`src/rtl/bram_loader.sv`:
```
`default_nettype none
// ============================================================================
//  Module   : bram_loader
//  Purpose  : Streams a requested number of words from a valid/ready source
//             into consecutive BRAM addresses starting at 0.
//             - A load request (start + length) is taken only in IDLE.
//             - The length is clamped to the BRAM capacity.
//             - The BRAM write follows each accepted word by exactly one cycle.
//             - abort ends a load early without a done pulse.
//  Ports    : clock     - single clock, rising edge
//             reset     - asynchronous, active-high
//             start     - one-cycle load request (IDLE only)
//             length    - words to load, sampled with start
//             abort     - terminates an active load
//             in_data   - stream word
//             in_valid  - stream word valid
//             in_ready  - loader accepts a word this cycle
//             mem_we    - BRAM write enable
//             mem_addr  - BRAM write address
//             mem_wdata - BRAM write data
//             busy      - high while loading or completing
//             done      - one-cycle completion pulse
//             count     - words written in the current/last load
//  Revision : 1.0  initial release
// ============================================================================
module bram_loader #(
    parameter int ID         = 1,
    parameter int DATA_WIDTH = 16,
    parameter int ADDR_WIDTH = 9
) (
    input  logic                  clock,
    input  logic                  reset,
    input  logic                  start,
    input  logic [ADDR_WIDTH:0]   length,
    input  logic                  abort,
    input  logic [DATA_WIDTH-1:0] in_data,
    input  logic                  in_valid,
    output logic                  in_ready,
    output logic                  mem_we,
    output logic [ADDR_WIDTH-1:0] mem_addr,
    output logic [DATA_WIDTH-1:0] mem_wdata,
    output logic                  busy,
    output logic                  done,
    output logic [ADDR_WIDTH:0]   count
);

    localparam logic [1:0] c_S_IDLE = 2'd0;
    localparam logic [1:0] c_S_LOAD = 2'd1;
    localparam logic [1:0] c_S_DONE = 2'd2;

    // Capacity is 2**ADDR_WIDTH, which needs the extra top bit of length/count.
    localparam logic [ADDR_WIDTH:0]   c_CAPACITY = {1'b1, {ADDR_WIDTH{1'b0}}};
    localparam logic [ADDR_WIDTH:0]   c_CNT_ONE  = {{ADDR_WIDTH{1'b0}}, 1'b1};
    localparam logic [ADDR_WIDTH-1:0] c_ADDR_ONE = {{(ADDR_WIDTH-1){1'b0}}, 1'b1};

    logic [1:0]            r_state;
    logic [ADDR_WIDTH:0]   r_len;
    logic [ADDR_WIDTH-1:0] r_addr;
    logic [ADDR_WIDTH:0]   r_count;
    logic                  r_we;
    logic [ADDR_WIDTH-1:0] r_mem_addr;
    logic [DATA_WIDTH-1:0] r_mem_wdata;
    logic                  r_busy;
    logic                  r_done;

    logic                  w_ready;
    logic                  w_accept;
    logic [ADDR_WIDTH:0]   w_len_clamped;
    logic [ADDR_WIDTH:0]   w_count_next;

    // abort blocks acceptance in the same cycle, so an aborted cycle never writes.
    assign w_ready       = (r_state == c_S_LOAD) && !abort;
    assign w_accept      = w_ready && in_valid;
    assign w_len_clamped = (length > c_CAPACITY) ? c_CAPACITY : length;
    assign w_count_next  = r_count + c_CNT_ONE;

    always_ff @(posedge clock or posedge reset) begin
        if (reset) begin
            r_state     <= c_S_IDLE;
            r_len       <= '0;
            r_addr      <= '0;
            r_count     <= '0;
            r_we        <= 1'b0;
            r_mem_addr  <= '0;
            r_mem_wdata <= '0;
            r_busy      <= 1'b0;
            r_done      <= 1'b0;
        end else begin
            // Write port: one-cycle delayed copy of each accepted word. This
            // runs independently of the state so a write pending from the
            // last accepted word still completes after DONE or abort.
            r_we <= w_accept;
            if (w_accept) begin
                r_mem_addr  <= r_addr;
                r_mem_wdata <= in_data;
            end

            case (r_state)
                c_S_IDLE: begin
                    r_done <= 1'b0;
                    if (start) begin
                        r_len   <= w_len_clamped;
                        r_count <= '0;
                        r_addr  <= '0;
                        r_busy  <= 1'b1;
                        if (w_len_clamped != '0) begin
                            r_state <= c_S_LOAD;
                        end else begin
                            r_state <= c_S_DONE;
                            r_done  <= 1'b1;
                        end
                    end
                end

                c_S_LOAD: begin
                    if (abort) begin
                        r_state <= c_S_IDLE;
                        r_busy  <= 1'b0;
                    end else if (w_accept) begin
                        // Address wraps naturally; only reached after the
                        // final word of a full-capacity load.
                        r_addr  <= r_addr + c_ADDR_ONE;
                        r_count <= w_count_next;
                        if (w_count_next == r_len) begin
                            r_state <= c_S_DONE;
                            r_done  <= 1'b1;
                        end
                    end
                end

                c_S_DONE: begin
                    r_state <= c_S_IDLE;
                    r_busy  <= 1'b0;
                    r_done  <= 1'b0;
                end

                default: begin
                    r_state <= c_S_IDLE;
                    r_busy  <= 1'b0;
                    r_done  <= 1'b0;
                end
            endcase
        end
    end

    assign in_ready  = w_ready;
    assign mem_we    = r_we;
    assign mem_addr  = r_mem_addr;
    assign mem_wdata = r_mem_wdata;
    assign busy      = r_busy;
    assign done      = r_done;
    assign count     = r_count;

endmodule
`default_nettype wire
```
`config.mk`:
```
export PLATFORM = sky130hd
export DESIGN_NAME = bram_loader
export DESIGN_NICKNAME = d
export VERILOG_FILES = /design/src/rtl/bram_loader.sv
export SDC_FILE = /design/constraint.sdc
export NUM_CORES = 1
export LEC_CHECK = 0
export ABC_AREA = 0
export CAP_MARGIN = 25
export CORE_UTILIZATION = 45
export CTS_CLUSTER_DIAMETER = 30
export CTS_CLUSTER_SIZE = 12
export DETAILED_ROUTE_END_ITERATION = 8
export PLACE_DENSITY = 0.78
export SLEW_MARGIN = 25
export SYNTH_ARGS = -nofsm -noshare
export SYNTH_HDL_FRONTEND = slang
export SYNTH_SLANG_ARGS = --single-unit
```
`constraint.sdc`:
```
create_clock -name clock -period 2.5 [get_ports clock]
set_clock_uncertainty 0.1 [all_clocks]
set_input_delay 0.375 -clock clock [delete_from_list [all_inputs] [get_ports clock]]
set_output_delay 0.375 -clock clock [all_outputs]
set_load 0.02 [all_outputs]
```
==> impl_metrics.yaml, run 1 <==
run_status:
  status: "finished clean"
routing:
  wl_um: 6140
  vias_per_cell: 5.11
  highest_layer: "met4"
  met2_length_um: 2830
  dr_wl_met3_um: 293
  ant_nets: 0
  drcViolationCount: 0
  drt_pass1_iterations: 4
  vias: 2334
  wl_per_cell_um: 13.4
  m1WireLength_um: 2880
  drtIter0Drc: 116
cts:
  cts.clk_slew.worst_paths_ps: 70
  ctsResizeCount: 0
  clockRootBuffer: "clkbuf_8"
  htreeDepth: 3
  cts_buffers: 9
  clkLatencyLatePin_ps: 330
  cts_hold_buffers: 0
  tritoncts: "yes"
  cts.sinks: 59
  post_cts_buffers: 0
  clk_path_buf_depth: 2
setup_path:
  cp.required_ps: 2030
  cp_slowest_stage_delay_ps: 660
  start_kind: "primary input"
  crit_buf_inv: 2
  worst_ep_arrival_time_ps: 1750
  cpMostUsedCell: "clkdlybuf4s50_1"
  timing.rr.end: "done"
  cp_slowest_cell: "clkdlybuf4s50_1"
  cp_max_fo: 3
  r2r_start: "count[0]"
  rrSetupSlack_ps: 280
  path_class: "primary input to output port"
  cp-end-kind: "output port"
  path_cells: "clkdlybuf4s50_1 -> nor3b_1 -> clkdlybuf4s50_1"
  cp_top_family: "buffers and inverters"
  reg2reg_depth: 6
synthesis:
  synthFlopType: "dfrtp_1"
  yosysWarnings: 0
  synth_nets: 340
  syn_area_per_cell_sq_um: 9.13
  ys_seq_area_frac: 0.527
  synth_area_sq_um: 2800
  synth_edf_count: 0
  ys_async_sr_fraction: 1.00
  synth.distinct_cells: 43
  ys_ff_latch: 59
  netlist_instances: 307
grt:
  grt_start_max_net_pins: 60
  antenna_found_initial: 0
  grt_pass1_wl_um: 10100
  grt.total_usage: 0.205
  grt_pass1_vias: 2212
  overflow: 0
floorplan:
  fp.dieArea_sq_um: 6550
  core_sq_um: 5960
  start_util: 0.471
  fp.dieW_um: 80.9
  ios: 70
  die_y_um: 80.9
  rows: 28
final_layout:
  finish.utilization: 0.633
  drive_gt1_frac: 0.0785
  final_cell_mix: "nand2_1, clkdlybuf4s50_1, dfrtp_1"
  final-instance-count-excl-fill: 457
  fin_nets: 410
  syn2layout_area_growth_pct: 34.4
  layout_commonest_cell: "nand2_1"
  n_antenna_cell: 0
power_and_ir_drop:
  peakVddDrop_mv: 0.433
  p_leak_nw: 1.78
  power_density_nw_per_um2: 754
sta:
  max_freq_ghz: 0.449
  slew_headroom: 0.719
  min_period_ps: 2220
  hold_ws_ps: 319
  totalNegativeSetupSlack_ps: 0
  hold_viol: 0
  worst_pin_slew_ps: 420
  finalMaxSlewViolations: 0
  period_share: 0.890
  finalSetupViolCount: 0
  rsz0062_at_grt: "no"
hold_path:
  hold_path_class: "primary input to asynchronous set/reset pin"
placement:
  place_congestion: 0.788
  dpl.cell_count: 441
  hpwl_um: 4400
  io_buffers: 69
job:
  max_cap_violations: 0
routing by layer:
metal / GRT usage / up-vias
li1: - / 1148
met1: 0.269 / 1108
met2: 0.326 / 67
met3: 0.0404 / 11
met4: 0.0964 / 0
met5: 0 / -
worst max-delay path by stage:
stage                     startpoint         end  depth (start not counted)
after floorplan             count[0]        done                          6
after global placement         abort    in_ready                          3
after detailed placement       abort    in_ready                          3
after CTS                 r_state[0]    in_ready                          2
after global routing        count[0]  r_state[1]                          6
final                          abort    in_ready                          3
logic make-up after synthesis:
group / Yosys count / share of synthesized area
adders and majority gates: 2 / 0.00892
AOI/OAI and AO/OA: 33 / 0.0834
DFF: 59 / 0.527
and+or+nand+nor: 172 / 0.274
xor gates and xnor gates: 20 / 0.0674
buffers and inverters: 21 / 0.0393
cell type report:
type                       count  area [sq um]
inverter                       4          15.0
sequential                    59          1480
timing repair buffer          76           756
clock buffer                  13           159
tap                           75          93.8
multi-input combinational    227          1220
clock inverter                 3          46.3
fill                         509          2190
worst reg2reg max path, cell delays in order (launching register included):
cell,delay (ps)
dfrtp_1,460
ha_1,300
nand3_1,230
nor3b_1,290
o2111ai_2,160
a2111oi_4,450
a211o_1,180
registers in the layout, indices dropped and copies added (netlist names):
| register | count |
|---|---|
| done | 1 |
| count | 10 |
| busy | 1 |
| mem_wdata | 16 |
| r_addr | 9 |
| mem_addr | 9 |
| r_len | 10 |
| r_state | 2 |
| mem_we | 1 |
per-stage QoR:
stage                     cell area (sq um)  worst slack (ps)  power, mW
after CTS                              3770               233       2.87
after detailed placement               3560               262       1.99
after global routing                   3770               143       2.99
final                                  3770               275       2.84
after floorplan                        2800               419       1.62
after global placement                 3560               337       1.97
synth_stat cells, drive strengths merged (2+ instances only):
library cell / number / area share
nor2: 15 / 0.020
nand3: 7 / 0.012
ha: 2 / 0.0089
nor3b: 4 / 0.011
nand4: 4 / 0.0089
xnor2: 10 / 0.031
nor2b: 2 / 0.0045
a31oi: 4 / 0.0089
nor3: 2 / 0.0054
dfrtp: 59 / 0.53
clkbuf: 14 / 0.026
nor4: 2 / 0.0045
xor2: 9 / 0.028
nand2: 118 / 0.16
a21oi: 2 / 0.0036
nand3b: 9 / 0.024
o21ai: 18 / 0.033
o2111a: 2 / 0.0080
and3: 3 / 0.0071
o31ai: 2 / 0.0054
inv: 4 / 0.0054
buf: 3 / 0.0080
power by group:
group          switching (mW)  total, mW  internal [mW]  leakage (nW)
Sequential              0.108       1.21           1.10         0.782
Combinational           0.392      0.751          0.359         0.900
Clock                   0.363      0.880          0.517        0.0998
No activity file was read; power rests on OpenSTA's default activity.
==> run 2, diff against run 1 <==
ABC_CLOCK_PERIOD_IN_PS = 2500   (was not set)
CAP_MARGIN = not set   (was 25)
==> results of run 2 <==
Final layout, timing and power as in run 1 (identical DEF).
==> run 3, diff against run 2 <==
ABC_CLOCK_PERIOD_IN_PS = 2100   (was 2500)
REMOVE_ABC_BUFFERS = 1   (was not set)
SETUP_SLACK_MARGIN = 0.15   (was not set)
clock period = 2.1 ns   (was 2.5 ns; I/O delays follow)
==> impl_metrics.yaml, run 3 (synthesis results as in run 1) <==
final_layout:
  fin_nets: 425
  n_antenna_cell: 0
  layout_commonest_cell: "nand2_1"
  final_area_sq_um: 4040
  largest_reg_flops: 16
  drive_gt1_frac: 0.164
  final_cell_mix: "nand2_1, clkdlybuf4s50_1, dfrtp_1"
  syn2layout_area_growth_pct: 44.2
  finish.utilization: 0.679
floorplan:
  ios: 70
  start_util: 0.471
  fp.dieArea_sq_um: 6550
  rows: 28
  core_sq_um: 5960
  die_y_um: 80.9
  fp.dieW_um: 80.9
routing:
  wl_per_cell_um: 14.8
  drtIter0Drc: 159
  wl_um: 7000
  ant_nets: 0
  drcViolationCount: 0
  drt_pass1_iterations: 4
  vias: 2496
  vias_per_cell: 5.29
placement:
  io_buffers: 69
  pre_cts_slack_ps: 14.5
  dpl_cell_area_sq_um: 3630
  hpwl_um: 4570
  place_congestion: 0.840
sta:
  setup_ws_ps: 175
  hold_viol: 0
  finalMaxSlewViolations: 0
  slew_headroom: 0.731
  max_freq_ghz: 0.520
  rsz0062_at_grt: "yes"
  min_period_ps: 1920
  period_share: 0.916
  finalSetupViolCount: 0
  worst_pin_slew_ps: 404
cts:
  cts.sinks: 59
  cts.clk_slew.worst_paths_ps: 70
  htreeDepth: 3
  clockRootBuffer: "clkbuf_8"
  tritoncts: "yes"
  cts_hold_buffers: 0
  clkLatencyLatePin_ps: 330
  clk_path_buf_depth: 2
  cts_buffers: 9
power_and_ir_drop:
  p_switching_mw: 1.11
  p_int_mw: 2.62
  clkPwrFrac: 0.347
  p_seq_frac: 0.385
  p_leak_nw: 1.92
  swShare: 0.297
  peakVddDrop_mv: 0.606
  power_density_nw_per_um2: 921
  p_comb_frac: 0.268
setup_path:
  rrSetupSlack_ps: 190
  cp-end-kind: "output port"
  cp.required_ps: 1680
  cp_slowest_stage_delay_ps: 620
  path_cells: "buf_4 -> clkdlybuf4s50_1"
  start_kind: "register"
  path_class: "register to output port"
  worst_ep_arrival_time_ps: 1510
  cp_slowest_cell: "clkdlybuf4s50_1"
  cp_max_fo: 4
grt:
  met2_usage: 0.360
  grt_pass1_wl_um: 10900
  grt_util_met3: 0.0427
  grtUsageMet1: 0.285
  antenna_found_initial: 0
  grt_pass1_vias: 2346
  grt.total_usage: 0.221
  grt_start_max_net_pins: 38
  busiest_layer: "met2"
  overflow: 0
job:
  max_cap_violations: 0
run_status:
  status: "finished clean"
hold_path:
  hold_path_class: "primary input to asynchronous set/reset pin"
run 3: cell count changes in the layout (fill, tap and decap cells not counted), sizes merged:
| cell | delta |
|---|---|
| clkinv | +2 |
| clkbuf | -3 |
| buf | +15 |
| clkdlybuf4s50 | -2 |
| clkinvlp | -1 |
| dlygate4sd2 | +1 |
| dlymetal6s2s | +1 |
| bufinv | +2 |
run 3: cell type report:
type	count	area, sq um
inverters	4	15.0
multi-input cells	227	1350
flip-flops and latches	59	1480
repair buffers	91	857
fillers	452	1910
clock buffers	10	138
well taps	75	93.8
clock inverters	6	113
run 3: worst paths after layout:
check,start,endpoint,cells after the start
max,count[1],count[1],2
min,reset,mem_wdata[14],3
max reg2reg,count[4],r_state[0],5
min reg2reg,mem_addr[1],mem_addr[1],2
max in group asynchronous,reset,count[5],3
min in group clock,mem_addr[1],mem_addr[1],2
run 3: power by group through the flow:
stage / combinational (mW) / clock (mW) / sequential, mW
after global placement: 0.929 / 0 / 1.44
after global routing: 1.09 / 1.37 / 1.46
after floorplan: 0.323 / 0 / 1.60
after CTS: 0.953 / 1.30 / 1.43
after detailed placement: 0.948 / 0 / 1.45
final: 0.998 / 1.29 / 1.44
run 3: worst max-delay path: cells and delay by family (launching register included):
family | cells | cell delay (ps)
buf+inv | 2 | 770
flops | 1 | 400
run 3: metrics by stage:
stage / hold slack (ps) / power [mW] / TNS [ps] / cells
after floorplan: 320 / 1.92 / -18600 / 290
after global placement: 356 / 2.37 / 0 / 451
after detailed placement: 362 / 2.40 / 0 / 451
after CTS: 275 / 3.68 / 0 / 467
after global routing: 308 / 3.91 / 0 / 472
final: 268 / 3.72 / 0 / 472
run 3: routing by layer:
metal	vias up	part of all wire
met2	79	0.50
li1	1185	-
met1	1218	0.43
met3	14	0.046
met4	0	0.021
met5	-	0
run 3: timing repair:
action                                  CTS  global route
pin swaps                                 1             9
gates cloned                              0             0
setup buffers                             0             5
gates resized for setup                   5            20
endpoints found under the setup margin    5             4
